<file path="config.mk">
export PLATFORM = sky130hd
export DESIGN_NAME = gf64_pow_engine_flat
export DESIGN_NICKNAME = d
export VERILOG_FILES = /design/src/rtl/gf64_tower_pkg.sv /design/src/rtl/gf64_pow_engine_if.sv /design/src/rtl/gf64_tower_mul.sv /design/src/rtl/gf64_pow_engine.sv /design/src/flat_wrapper.sv
export SDC_FILE = /design/constraint.sdc
export NUM_CORES = 1
export LEC_CHECK = 0
export CORE_AREA = 4 4 85 71
export DETAILED_ROUTE_END_ITERATION = 8
export DIE_AREA = 0 0 89 75
export HOLD_SLACK_MARGIN = 0.1
export PLACE_DENSITY = 0.7
export SLEW_MARGIN = 30
export SYNTH_ARGS = -nofsm -noshare
export SYNTH_HDL_FRONTEND = slang
export SYNTH_HIERARCHICAL = 1
export SYNTH_SLANG_ARGS = --single-unit
</file>
<file path="constraint.sdc">
create_clock -name clk -period 4.37 [get_ports clk]
set_input_delay 0.437 -clock clk [delete_from_list [all_inputs] [get_ports clk]]
set_output_delay 0.437 -clock clk [all_outputs]
set_load 0.01 [all_outputs]
</file>
<file path="src/rtl/gf64_tower_pkg.sv">
// GF(2^6) tower arithmetic: GF(4) in normal basis {w, w^2}, extended by y^3 = w.
// Polynomial basis uses modulus x^6 + x + 1; basis-change matrices are derived at elaboration.
package gf64_tower_pkg;

   typedef logic [1:0] gf4_t;
   typedef logic [5:0] gf64_t;
   // Column i holds the image of unit vector i.
   typedef gf64_t [5:0] basis_t;

   typedef enum logic [1:0] {StIdle, StRun, StDone} state_e;

   // One in the tower is w + w^2 in the constant coefficient.
   localparam gf64_t ONE_T = 6'h03;

   function automatic gf4_t gf4_mul(input gf4_t a, input gf4_t b);
      logic t;
      t = (a[1] ^ a[0]) & (b[1] ^ b[0]);
      return {t ^ (a[1] & b[1]), t ^ (a[0] & b[0])};
   endfunction

   function automatic gf4_t gf4_sq(input gf4_t a);
      return {a[0], a[1]};
   endfunction

   // Multiply by w: the cubic reduction constant, y^3 = w.
   function automatic gf4_t gf4_mul_w(input gf4_t a);
      return {a[0], a[1] ^ a[0]};
   endfunction

   function automatic gf64_t gf64_mul(input gf64_t a, input gf64_t b);
      gf4_t d0, d1, d2, d3, d4;
      d0 = gf4_mul(a[1:0], b[1:0]);
      d1 = gf4_mul(a[3:2], b[1:0]) ^ gf4_mul(a[1:0], b[3:2]);
      d2 = gf4_mul(a[5:4], b[1:0]) ^ gf4_mul(a[3:2], b[3:2]) ^ gf4_mul(a[1:0], b[5:4]);
      d3 = gf4_mul(a[5:4], b[3:2]) ^ gf4_mul(a[3:2], b[5:4]);
      d4 = gf4_mul(a[5:4], b[5:4]);
      return {d2, d1 ^ gf4_mul_w(d4), d0 ^ gf4_mul_w(d3)};
   endfunction

   // Squaring is linear: y^4 folds to w*y.
   function automatic gf64_t gf64_sq(input gf64_t a);
      return {gf4_sq(a[3:2]), gf4_mul_w(gf4_sq(a[5:4])), gf4_sq(a[1:0])};
   endfunction

   function automatic gf64_t mat_apply(input basis_t m, input gf64_t x);
      gf64_t r;
      r = '0;
      for (int i = 0; i < 6; i++) begin
         if (x[i]) r = r ^ m[i];
      end
      return r;
   endfunction

   // Tower image of the polynomial-basis generator: a root of x^6 + x + 1.
   function automatic gf64_t find_root();
      gf64_t g, g2, g3, g6, r;
      logic  found;
      r     = ONE_T;
      found = 1'b0;
      for (int c = 0; c < 64; c++) begin
         g  = gf64_t'(c);
         g2 = gf64_mul(g, g);
         g3 = gf64_mul(g2, g);
         g6 = gf64_mul(g3, g3);
         if (!found && ((g6 ^ g ^ ONE_T) == 6'h00)) begin
            r     = g;
            found = 1'b1;
         end
      end
      return r;
   endfunction

   function automatic basis_t iso_basis();
      basis_t m;
      gf64_t  root, p;
      root = find_root();
      p    = ONE_T;
      for (int i = 0; i < 6; i++) begin
         m[i] = p;
         p    = gf64_mul(p, root);
      end
      return m;
   endfunction

   function automatic basis_t inv_basis(input basis_t fwd);
      basis_t m;
      m = '0;
      for (int j = 0; j < 6; j++) begin
         for (int y = 0; y < 64; y++) begin
            if (mat_apply(fwd, gf64_t'(y)) == (gf64_t'(1) << j)) m[j] = gf64_t'(y);
         end
      end
      return m;
   endfunction

   localparam basis_t ISO_M     = iso_basis();
   localparam basis_t INV_ISO_M = inv_basis(ISO_M);

   function automatic gf64_t iso(input gf64_t x);
      return mat_apply(ISO_M, x);
   endfunction

   function automatic gf64_t inv_iso(input gf64_t x);
      return mat_apply(INV_ISO_M, x);
   endfunction

endpackage

</file>
<file path="src/rtl/gf64_pow_engine_if.sv">
// Operand/result handshake bundle for the GF(2^6) power engine.
interface gf64_pow_engine_if #(
   parameter int unsigned N_LANES = 1,
   parameter int unsigned EXP_W   = 6
);
   logic                   in_valid;
   logic                   in_ready;
   logic [6*N_LANES-1:0]   in_x;
   logic [EXP_W-1:0]       in_e;
   logic                   out_valid;
   logic                   out_ready;
   logic [6*N_LANES-1:0]   out_y;
   logic                   busy;

   modport master (
      output in_valid, in_x, in_e, out_ready,
      input  in_ready, out_valid, out_y, busy
   );

   modport slave (
      input  in_valid, in_x, in_e, out_ready,
      output in_ready, out_valid, out_y, busy
   );
endinterface

</file>
<file path="src/rtl/gf64_tower_mul.sv">
// Combinational multiplier in the GF(4)^3 tower representation; one per lane.
module gf64_tower_mul
   import gf64_tower_pkg::*;
(
   input  gf64_t a_i,
   input  gf64_t b_i,
   output gf64_t p_o
);
   assign p_o = gf64_mul(a_i, b_i);
endmodule

</file>
<file path="src/rtl/gf64_pow_engine.sv">
// Iterative y = x^e over GF(2^6): left-to-right square-and-multiply in the tower field,
// one exponent bit per cycle, shared exponent across lanes.
module gf64_pow_engine
   import gf64_tower_pkg::*;
#(
   parameter int unsigned N_LANES = 1,
   parameter int unsigned EXP_W   = 6
) (
   input  logic               clk,
   input  logic               rst_n,
   gf64_pow_engine_if.slave   bus
);

   localparam int unsigned CNT_W = (EXP_W > 1) ? $clog2(EXP_W) : 1;

   state_e                 state_q, state_d;
   gf64_t [N_LANES-1:0]    acc_q, acc_d;
   gf64_t [N_LANES-1:0]    base_q, base_d;
   gf64_t [N_LANES-1:0]    out_y_q, out_y_d;
   gf64_t [N_LANES-1:0]    prod;
   logic  [EXP_W-1:0]      exp_q, exp_d;
   logic  [CNT_W-1:0]      cnt_q, cnt_d;
   logic                   accept;
   logic                   last;
   logic                   bit_set;

   assign accept  = (state_q == StIdle) && bus.in_valid;
   assign last    = (state_q == StRun) && (cnt_q == '0);
   assign bit_set = exp_q[cnt_q];

   for (genvar g = 0; g < N_LANES; g++) begin : g_lane
      gf64_t sq_acc, mult;
      assign sq_acc = gf64_sq(acc_q[g]);
      assign mult   = bit_set ? base_q[g] : ONE_T;

      gf64_tower_mul u_mul (
         .a_i (sq_acc),
         .b_i (mult),
         .p_o (prod[g])
      );
   end

   always_ff @(posedge clk or negedge rst_n) begin
      if (!rst_n) begin
         state_q <= StIdle;
      end else begin
         state_q <= state_d;
      end
   end

   always_comb begin
      state_d = state_q;
      unique case (state_q)
         StIdle:  if (bus.in_valid) state_d = StRun;
         StRun:   if (cnt_q == '0) state_d = StDone;
         StDone:  if (bus.out_ready) state_d = StIdle;
         default: state_d = StIdle;
      endcase
   end

   // in_ready is gated by rst_n so it reads low throughout reset.
   always_comb begin
      bus.in_ready  = rst_n && (state_q == StIdle);
      bus.out_valid = (state_q == StDone);
      bus.busy      = (state_q == StRun) || (state_q == StDone);
      bus.out_y     = out_y_q;
   end

   always_comb begin
      acc_d   = acc_q;
      base_d  = base_q;
      exp_d   = exp_q;
      cnt_d   = cnt_q;
      out_y_d = out_y_q;
      if (accept) begin
         for (int i = 0; i < N_LANES; i++) begin
            base_d[i] = iso(bus.in_x[6*i +: 6]);
            acc_d[i]  = ONE_T;
         end
         exp_d = bus.in_e;
         cnt_d = CNT_W'(EXP_W - 1);
      end else if (state_q == StRun) begin
         acc_d = prod;
         cnt_d = cnt_q - 1'b1;
         if (last) begin
            for (int i = 0; i < N_LANES; i++) begin
               out_y_d[i] = inv_iso(prod[i]);
            end
         end
      end
   end

   always_ff @(posedge clk or negedge rst_n) begin
      if (!rst_n) begin
         acc_q   <= '0;
         base_q  <= '0;
         exp_q   <= '0;
         cnt_q   <= '0;
         out_y_q <= '0;
      end else begin
         acc_q   <= acc_d;
         base_q  <= base_d;
         exp_q   <= exp_d;
         cnt_q   <= cnt_d;
         out_y_q <= out_y_d;
      end
   end

endmodule

</file>
<file path="src/flat_wrapper.sv">
// flat-port wrapper written by rule: the top's interface ports become plain ports
module gf64_pow_engine_flat import gf64_tower_pkg::*;
#(
   parameter int unsigned N_LANES = 1,
   parameter int unsigned EXP_W   = 6
)
  (clk, rst_n, bus_in_valid, bus_in_x, bus_in_e, bus_out_ready, bus_in_ready, bus_out_valid, bus_out_y, bus_busy);
  gf64_pow_engine_if #(.N_LANES(N_LANES), .EXP_W(EXP_W)) bus_i ();
  input  logic clk;
  input  logic rst_n;
  input wire logic [$bits(bus_i.in_valid)-1:0] bus_in_valid;
  input wire logic [$bits(bus_i.in_x)-1:0] bus_in_x;
  input wire logic [$bits(bus_i.in_e)-1:0] bus_in_e;
  input wire logic [$bits(bus_i.out_ready)-1:0] bus_out_ready;
  output wire logic [$bits(bus_i.in_ready)-1:0] bus_in_ready;
  output wire logic [$bits(bus_i.out_valid)-1:0] bus_out_valid;
  output wire logic [$bits(bus_i.out_y)-1:0] bus_out_y;
  output wire logic [$bits(bus_i.busy)-1:0] bus_busy;
  assign bus_i.in_valid = bus_in_valid;
  assign bus_i.in_x = bus_in_x;
  assign bus_i.in_e = bus_in_e;
  assign bus_i.out_ready = bus_out_ready;
  assign bus_in_ready = bus_i.in_ready;
  assign bus_out_valid = bus_i.out_valid;
  assign bus_out_y = bus_i.out_y;
  assign bus_busy = bus_i.busy;
  gf64_pow_engine #(.N_LANES(N_LANES), .EXP_W(EXP_W)) u_core (.clk(clk), .rst_n(rst_n), .bus(bus_i));
endmodule
</file>
**After elaboration in Yosys (flattened, before gate mapping)**

Cells that the tools add are included.

- Word-level logic and storage cells: 136
- Register bits after elaboration: 29
- Input port bits: 16
- Bits in latches: 0
- ROM bits: 0
- Bits in writable memories: 0
- Memories: 0

- Equal/unequal tests: 5
- Add/sub/neg operators: 1
- Multipliers: 0
- Reduce and logical (&&, ||, !) cells: 9
- Magnitude comparators: 1
- Bitwise gates (word level): 71
- Div/mod/pow operators: 0
- Muxes and demuxes: 43
- Shift operators: 0

Operators with widths:

| operator | count |
|---|---|
| $mux W6 | 28 |
| $mux W5 | 6 |
| $and A1 B1 Y1 | 27 |
| $xor A1 B1 Y1 | 27 |
| $not A4 Y4 | 3 |
| $xor A2 B2 Y2 | 6 |
| $not A5 Y5 | 2 |
| $mux W2 | 4 |
| $mux W3 | 2 |
| $not A2 Y2 | 3 |
| $not A3 Y3 | 2 |
| $pmux W2 S3 | 1 |
| $reduce_and A3 Y1 | 2 |
| $lt A3 B4 Y1 const B | 1 |
| $ne A2 B2 Y1 const B | 2 |
| $bmux W1 S3 | 1 |
| $logic_and A1 B1 Y1 | 3 |
| $logic_not A3 Y1 | 1 |
| $sub A3 B1 Y3 const B | 1 |
| $eq A2 B1 Y1 const B | 1 |
| $eq A2 B2 Y1 const B | 1 |
| $logic_not A2 Y1 | 1 |
| $ne A2 B1 Y1 const B | 1 |
| $reduce_bool A2 Y1 | 1 |
| 3 further kinds | 3 |

**Depth between registers and ports, before layout**

Gate-level depths: netlist of run 1.

- Depth in word-level cells: 35
- Depth in mapped cells: 10
- Depth with buffers taken out: 10

**By module**

The synthesis of run 1 kept the hierarchy.

Modules (own cells, without submodules):

| module | instances | seq. area each (um^2) | area each (um^2) | cells each |
|---|---|---|---|---|
| gf64_pow_engine | 1 | 725.7 | 1556.5 | 138 |
| gf64_tower_mul | 1 | 0.0 | 475.5 | 58 |

**Worst setup path after synthesis of run 1**

OpenSTA, ideal clock, no wires.

- Path type: register to register
- Start point: register u_core.cnt_q[0]
- End point: register u_core.out_y_q (netlist bit u_core/bus.out_y[4])
- Setup time: 0.125 ns
- Arrival time: 3.239 ns
- Path slack: 1.007 ns
- Required time: 4.245 ns
- Stages on the path, launching flop included: 11
- Path through: dfrtp_1 -> mux4_2 -> a22oi_4 -> nor2b_1 -> xnor2_1 -> nor2_2 -> xnor3_1 -> xnor2_1 -> xnor2_2 -> xnor3_1 -> mux2_2

RTL lines:

| item | line | RTL |
|---|---|---|
| start: declaration | gf64_pow_engine.sv:22 | `logic [CNT_W-1:0] cnt_q, cnt_d;` |
| start signal: assignment | gf64_pow_engine.sv:104 | `cnt_q <= cnt_d;` |
| end signal: assignment | gf64_pow_engine.sv:105 | `out_y_q <= out_y_d;` |
| end: declaration | gf64_pow_engine.sv:19 | `gf64_t [N_LANES-1:0] out_y_q, out_y_d;` |

==> results of run 1 <==
final timing paths:
check / start / endpoint / slack, ps / cells after the start
worst max-delay path: u_core/cnt_q[0] / u_core/bus.out_y[4] / 720 / 10
worst min-delay path: u_core/exp_q[3] / u_core/exp_q[3] / 480 / 2
worst max register to register: u_core/cnt_q[0] / u_core/bus.out_y[4] / 720 / 10
worst min register to register: u_core/exp_q[3] / u_core/exp_q[3] / 480 / 2
max in group asynchronous: rst_n / u_core/base_q[2] / 3550 / 2
min in group asynchronous: rst_n / u_core/exp_q[3] / 550 / 2
sequential cells by signal (all words and copies together) (netlist names):
register,count
u_core/base_q,6
u_core/bus.out_y,6
u_core/state_q,2
u_core/cnt_q,3
u_core/acc_q,6
u_core/exp_q,6
worst reg2reg max path: stages (launching register included):
cell	delay [ps]
dfrtp_1	430
mux4_2	550
a22oi_4	280
nor2b_1	140
xnor2_1	300
nor2_2	70
xnor3_1	380
xnor2_1	510
xnor2_2	200
xnor3_1	410
mux2_2	270
cell usage after synthesis:
library cell / number / share of area
and2b_1: 1 / 0.0037
mux2i_1: 7 / 0.034
and4bb_2: 1 / 0.0062
mux2_1: 1 / 0.0055
xor2_1: 7 / 0.030
or2_1: 2 / 0.0062
nor2b_1: 7 / 0.022
a221oi_1: 1 / 0.0043
nand2_1: 44 / 0.081
o32a_1: 1 / 0.0049
nor2_4: 1 / 0.0055
nand2b_1: 1 / 0.0031
xnor2_2: 5 / 0.040
o21ai_0: 6 / 0.015
dfrtp_1: 29 / 0.36
mux4_2: 1 / 0.011
buf_6: 1 / 0.0055
nor2_2: 2 / 0.0062
buf_2: 2 / 0.0049
mux2_2: 9 / 0.050
ha_1: 6 / 0.037
inv_1: 5 / 0.0092
clkbuf_1: 3 / 0.0055
nor2_1: 11 / 0.020
and2_1: 2 / 0.0062
nor3_1: 1 / 0.0025
a211oi_1: 1 / 0.0037
a21oi_1: 1 / 0.0025
nor3b_4: 1 / 0.0092
xnor3_1: 7 / 0.078
xnor2_1: 27 / 0.12
a22oi_4: 1 / 0.010
and3_1: 1 / 0.0031
final cells by class:
type                    count  share of cell area
repair buffers             26               0.105
inverters                   5             0.00770
multi-input cells         156               0.515
clock buffers               7              0.0395
flip-flops and latches     29               0.298
well taps                  65              0.0334
clock inverters             1             0.00205
per-stage QoR:
| step | setup WS, ps | hold WS [ps] | utilization | cell area, sq um | std cells |
|---|---|---|---|---|---|
| 4_1_cts | 719 | 478 | 0.464 | 2440 | 289 |
| 2_1_floorplan | 1010 | 141 | - | 2030 | 196 |
| 6_report | 720 | 476 | 0.464 | 2440 | 289 |
| 3_3_place_gp | 865 | 463 | 0.445 | 2340 | 281 |
| 3_5_place_dp | 740 | 460 | 0.445 | 2340 | 281 |
| 5_1_grt | 534 | 507 | 0.464 | 2440 | 289 |
routing by layer:
layer	global-route usage	wire (um)	up-vias	part of all wire
met4	0.0413	61	0	0.017
met2	0.186	1610	20	0.45
met1	0.160	1780	628	0.50
met3	0.0328	110	7	0.031
li1	-	-	685	-
met5	0	0	-	0
cells by family after synthesis:
group	Yosys count	synth area share
AND/OR/NAND/NOR	75	0.175
AO/OA/AOI/OAI	11	0.0406
buffers and inverters	11	0.0252
adder cells (fa/ha/maj)	6	0.0369
flip-flops	29	0.357
multiplexers	18	0.101
XOR/XNOR	46	0.264
==> reports/qor.yml, run 1 <==
cts:
  postCtsResizedCells: 0
  cts_buffers: 5
  cts_hold_buf: 0
  h-tree-depth: 2
  cts_root_buf: "clkbuf_8"
  cts_sinks: 29
  clk_pin_slew_ps: 60
  post_cts_buffers: 0
  max-clock-path-buffers: 2
  clk_latency_ps: 270
  tritoncts: "built"
routing:
  antenna_left: 0
  drt_iter0_drc: 60
  via_per_inst: 4.64
  drtPass1Iterations: 4
  via_count: 1340
  drc: 0
  avgRoutedWirePerCell_um: 12.3
  routed_wl_mm: 3.57
die:
  die-area_sq_um: 6680
  die_h_um: 75
  core_sq_um: 5260
  die_w_um: 89
  initial_core_util: 0.387
  rows: 24
  pin_count: 25
yosys:
  synth_cell_type_count: 33
  ys_ff_latch: 29
  netlist_area_sq_um: 2030
  synthCells: 196
  avgSynthCellArea_sq_um: 10.4
  synth-seq-area-share: 0.357
  yosys_warnings: 6
  syn_nets: 218
finish:
  mostFrequentLayoutCell: "nand2_1"
  multiInputGateArea_sq_um: 1250
  area_growth_pct: 20.0
  diodes: 0
  final_nets: 245
  layout_common_cells: "nand2_1, dfrtp_1, xnor2_1, clkdlybuf4s50_1, nor2_1"
  ff_latch_area_sq_um: 726
  drive_gt1_frac: 0.138
  fillers: 473
timing:
  worst_pin_slew_ps: 631
  drv_slew: 0
  finClkSkew_ps: 4.59
  fin_crit_sh: 0.835
  finalSetupViolCount: 0
  finalHoldViolations: 0
  relSlewSlack: 0.579
  fin_crit_ps: 3650
  rsz0062_at_grt: "false"
  tns_ps: 0
  fmax_ghz: 0.274
critical_path:
  crit_type: "flop to flop"
  required_ps: 4530
  crit_family: "XOR/XNOR gates"
  critical_path_buf_inv_count: 0
  worst-path-max-fanout: 6
  worstPathArrival_ps: 3810
  start_kind: "flop"
  crit_path_max_incr_delay_ps: 550
  critPathSlowestCell: "mux4_2"
  worstPathCellList: "mux4_2 > a22oi_4 > nor2b_1 > xnor2_1 > nor2_2 > xnor3_1 > xnor2_1 > xnor2_2 > xnor3_1 > mux2_2"
  critPathCaptureType: "flop"
worst_hold_path:
  hold_class: "flop to flop"
global_route:
  grt_pass1_wl_mm: 6.13
  grt_pass1_vias: 1352
  grt_use_total: 0.119
  grt_max_degree: 31
  antenna_found_initial: 0
  overflow: 0
placement:
  io_buffer_count: 24
  post-dp-hpwl_mm: 2.76
  gp_congestion: 0.883
outcome:
  status: "complete, no violations"
flow_run:
  cap_violations: 0
Power of run 1 is left out: the tool's default activity adds up to more than one toggle a clock period on the data nets, which glitch-free logic cannot reach.
==> inputs of run 2 (changes only) <==
--- a/config.mk
+++ b/config.mk
@@ -9,7 +9,7 @@
 export DETAILED_ROUTE_END_ITERATION = 8
 export DIE_AREA = 0 0 89 75
 export HOLD_SLACK_MARGIN = 0.1
-export PLACE_DENSITY = 0.7
+export PLACE_DENSITY = 0.72
 export SLEW_MARGIN = 30
 export SYNTH_ARGS = -nofsm -noshare
 export SYNTH_HDL_FRONTEND = slang
==> constraint.sdc (replaced) <==
create_clock -name clk -period 3.1 [get_ports clk]
set_input_delay 0.31 -clock clk [delete_from_list [all_inputs] [get_ports clk]]
set_output_delay 0.31 -clock clk [all_outputs]
set_load 0.01 [all_outputs]
==> reports/qor.yml, run 2 (synthesis gave the netlist of run 1 again) <==
outcome:
  status: "finished, violations left"
  violations: "setup timing"
finish:
  fin_util: 0.528  # +0.0645
  mostFrequentLayoutCell: "nand2_1"
  ff_latch_area_sq_um: 726  # unchanged
  area_growth_pct: 36.6
  diodes: 0  # unchanged
  fillers: 451  # -4.7%
  layout_common_cells: "nand2_1, dfrtp_1, clkdlybuf4s50_1, buf_4, xnor2_1"
  multiInputGateArea_sq_um: 1400  # +12%
  drive_gt1_frac: 0.301  # +0.163
  final_nets: 270  # +10%
worst_hold_path:
  worstHoldStart: "u_core/exp_q[5]"
  hold_class: "flop to flop"
critical_path:
  required_ps: 3270  # -1260 ps
  start_kind: "flop"
  r2r-start: "u_core/cnt_q[0]"
  crit_type: "flop to flop"
  r2r_slack_ps: -240  # -960 ps
  worstPathArrival_ps: 3500  # -310 ps
  worstSetupStartpoint: "u_core/cnt_q[0]"
  critPathCaptureType: "flop"
  worst-path-max-fanout: 6  # unchanged
die:
  die-area_sq_um: 6680  # unchanged
  initial_core_util: 0.387  # unchanged
  rows: 24  # unchanged
  pin_count: 25  # unchanged
  core_sq_um: 5260  # unchanged
  die_h_um: 75  # unchanged
  die_w_um: 89  # unchanged
cts:
  cts_hold_buf: 0  # unchanged
  cts_root_buf: "clkbuf_8"
  cts_sinks: 29  # unchanged
  clk_latency_ps: 280  # about the same
  clk_pin_slew_ps: 70  # about the same
  max-clock-path-buffers: 2  # unchanged
  tritoncts: "built"
  cts_buffers: 5  # unchanged
  h-tree-depth: 2  # unchanged
timing:
  fin_crit_ps: 3340  # -314 ps
  fin_crit_sh: 1.08  # +0.241
  worst_pin_slew_ps: 643  # +12.5 ps
  finalHoldViolations: 0  # unchanged
  rsz0062_at_grt: "true"
  relSlewSlack: 0.571  # -0.00836
  fmax_ghz: 0.300  # +9.4%
  layout_setup_ws_ps: -236  # -956 ps
  finClkSkew_ps: 7.34  # +2.75 ps
  whs_ps: 474  # -1.52 ps
  drv_slew: 0  # unchanged
  finalSetupViolCount: 6  # +6
routing:
  routed_wl_mm: 4.32  # +21%
  antenna_left: 0  # unchanged
  via_per_inst: 4.73  # +2.0%
  drt_iter0_drc: 81  # +35%
  avgRoutedWirePerCell_um: 13.7  # +11%
  drtPass1Iterations: 4  # unchanged
  via_count: 1485  # +11%
  drc: 0  # unchanged
global_route:
  grt_pass1_wl_mm: 7.10  # +16%
  antenna_found_initial: 0  # unchanged
  grt_pass1_vias: 1472  # +8.9%
  grt_use_total: 0.138  # +0.0193
  overflow: 0  # unchanged
  grt_max_degree: 30  # -3.2%
placement:
  post-dp-hpwl_mm: 3.14  # +14%
  io_buffer_count: 24  # unchanged
  gp_congestion: 0.872  # -1.2%
flow_run:
  cap_violations: 0  # unchanged
## run 2: changes by cell type in the layout (fill, tap and decap cells not counted), moves of 4 or more
cell / delta
buf_4: +20
nor2b_1: -4
xnor2_1: -8
xnor2_2: +5
buf_6: +5
## run 2: layer usage
layer | global-route usage | vias to the layer above | share of wire
met1 | 0.200 | 712 | 0.47
met2 | 0.212 | 34 | 0.48
met3 | 0.0317 | 3 | 0.047
met4 | 0.0347 | 0 | 0.0049
met5 | 0 | - | 0
li1 | - | 736 | -
## run 2: worst max-delay path: stages (launching register included)
cell	delay, ps
dfrtp_1	370
mux4_2	530
a22oi_4	330
or2_4	240
xnor2_4	150
nor2_2	70
xnor3_2	420
buf_6	150
xnor2_4	140
xnor2_2	240
xnor3_1	330
mux2_4	260
## run 2: layout make-up
| cell class | count | share of cell area |
|---|---|---|
| Multi-Input combinational cell | 156 | 0.505 |
| Sequential cell | 29 | 0.261 |
| Timing Repair Buffer | 51 | 0.166 |
| Tap cell | 65 | 0.0293 |
| Clock buffer | 5 | 0.0248 |
| Inverter | 5 | 0.00676 |
| Clock inverter | 3 | 0.00631 |
## run 2: final timing paths
check                                 endpoint  depth (start not counted)
max in group asynchronous  u_core/bus.out_y[2]                          2
min in group asynchronous      u_core/cnt_q[0]                          2
min                            u_core/exp_q[5]                          2
max                        u_core/bus.out_y[4]                         11
min reg2reg                    u_core/exp_q[5]                          2
max reg2reg                u_core/bus.out_y[4]                         11
## run 2: what timing repair did
item / 4_1_cts / 5_1_grt
pin swaps: 0 / 12
gates resized for setup: 3 / 21
setup buffers: 1 / 8
setup endpoints to repair: 3 / 6
## run 2: through the flow
| stage | std cells | instance area [sq um] | setup TNS [ps] | setup WS, ps |
|---|---|---|---|---|
| final | 314 | 2780 | -886 | -236 |
| after global routing | 314 | 2780 | -1670 | -375 |
| after CTS | 307 | 2630 | -225 | -127 |
| after detailed placement | 298 | 2500 | -257 | -125 |
| after global placement | 298 | 2500 | -51.6 | -51.6 |
| after floorplan | 196 | 2070 | -35.6 | -35.6 |
Power of run 2 is left out for the same reason.
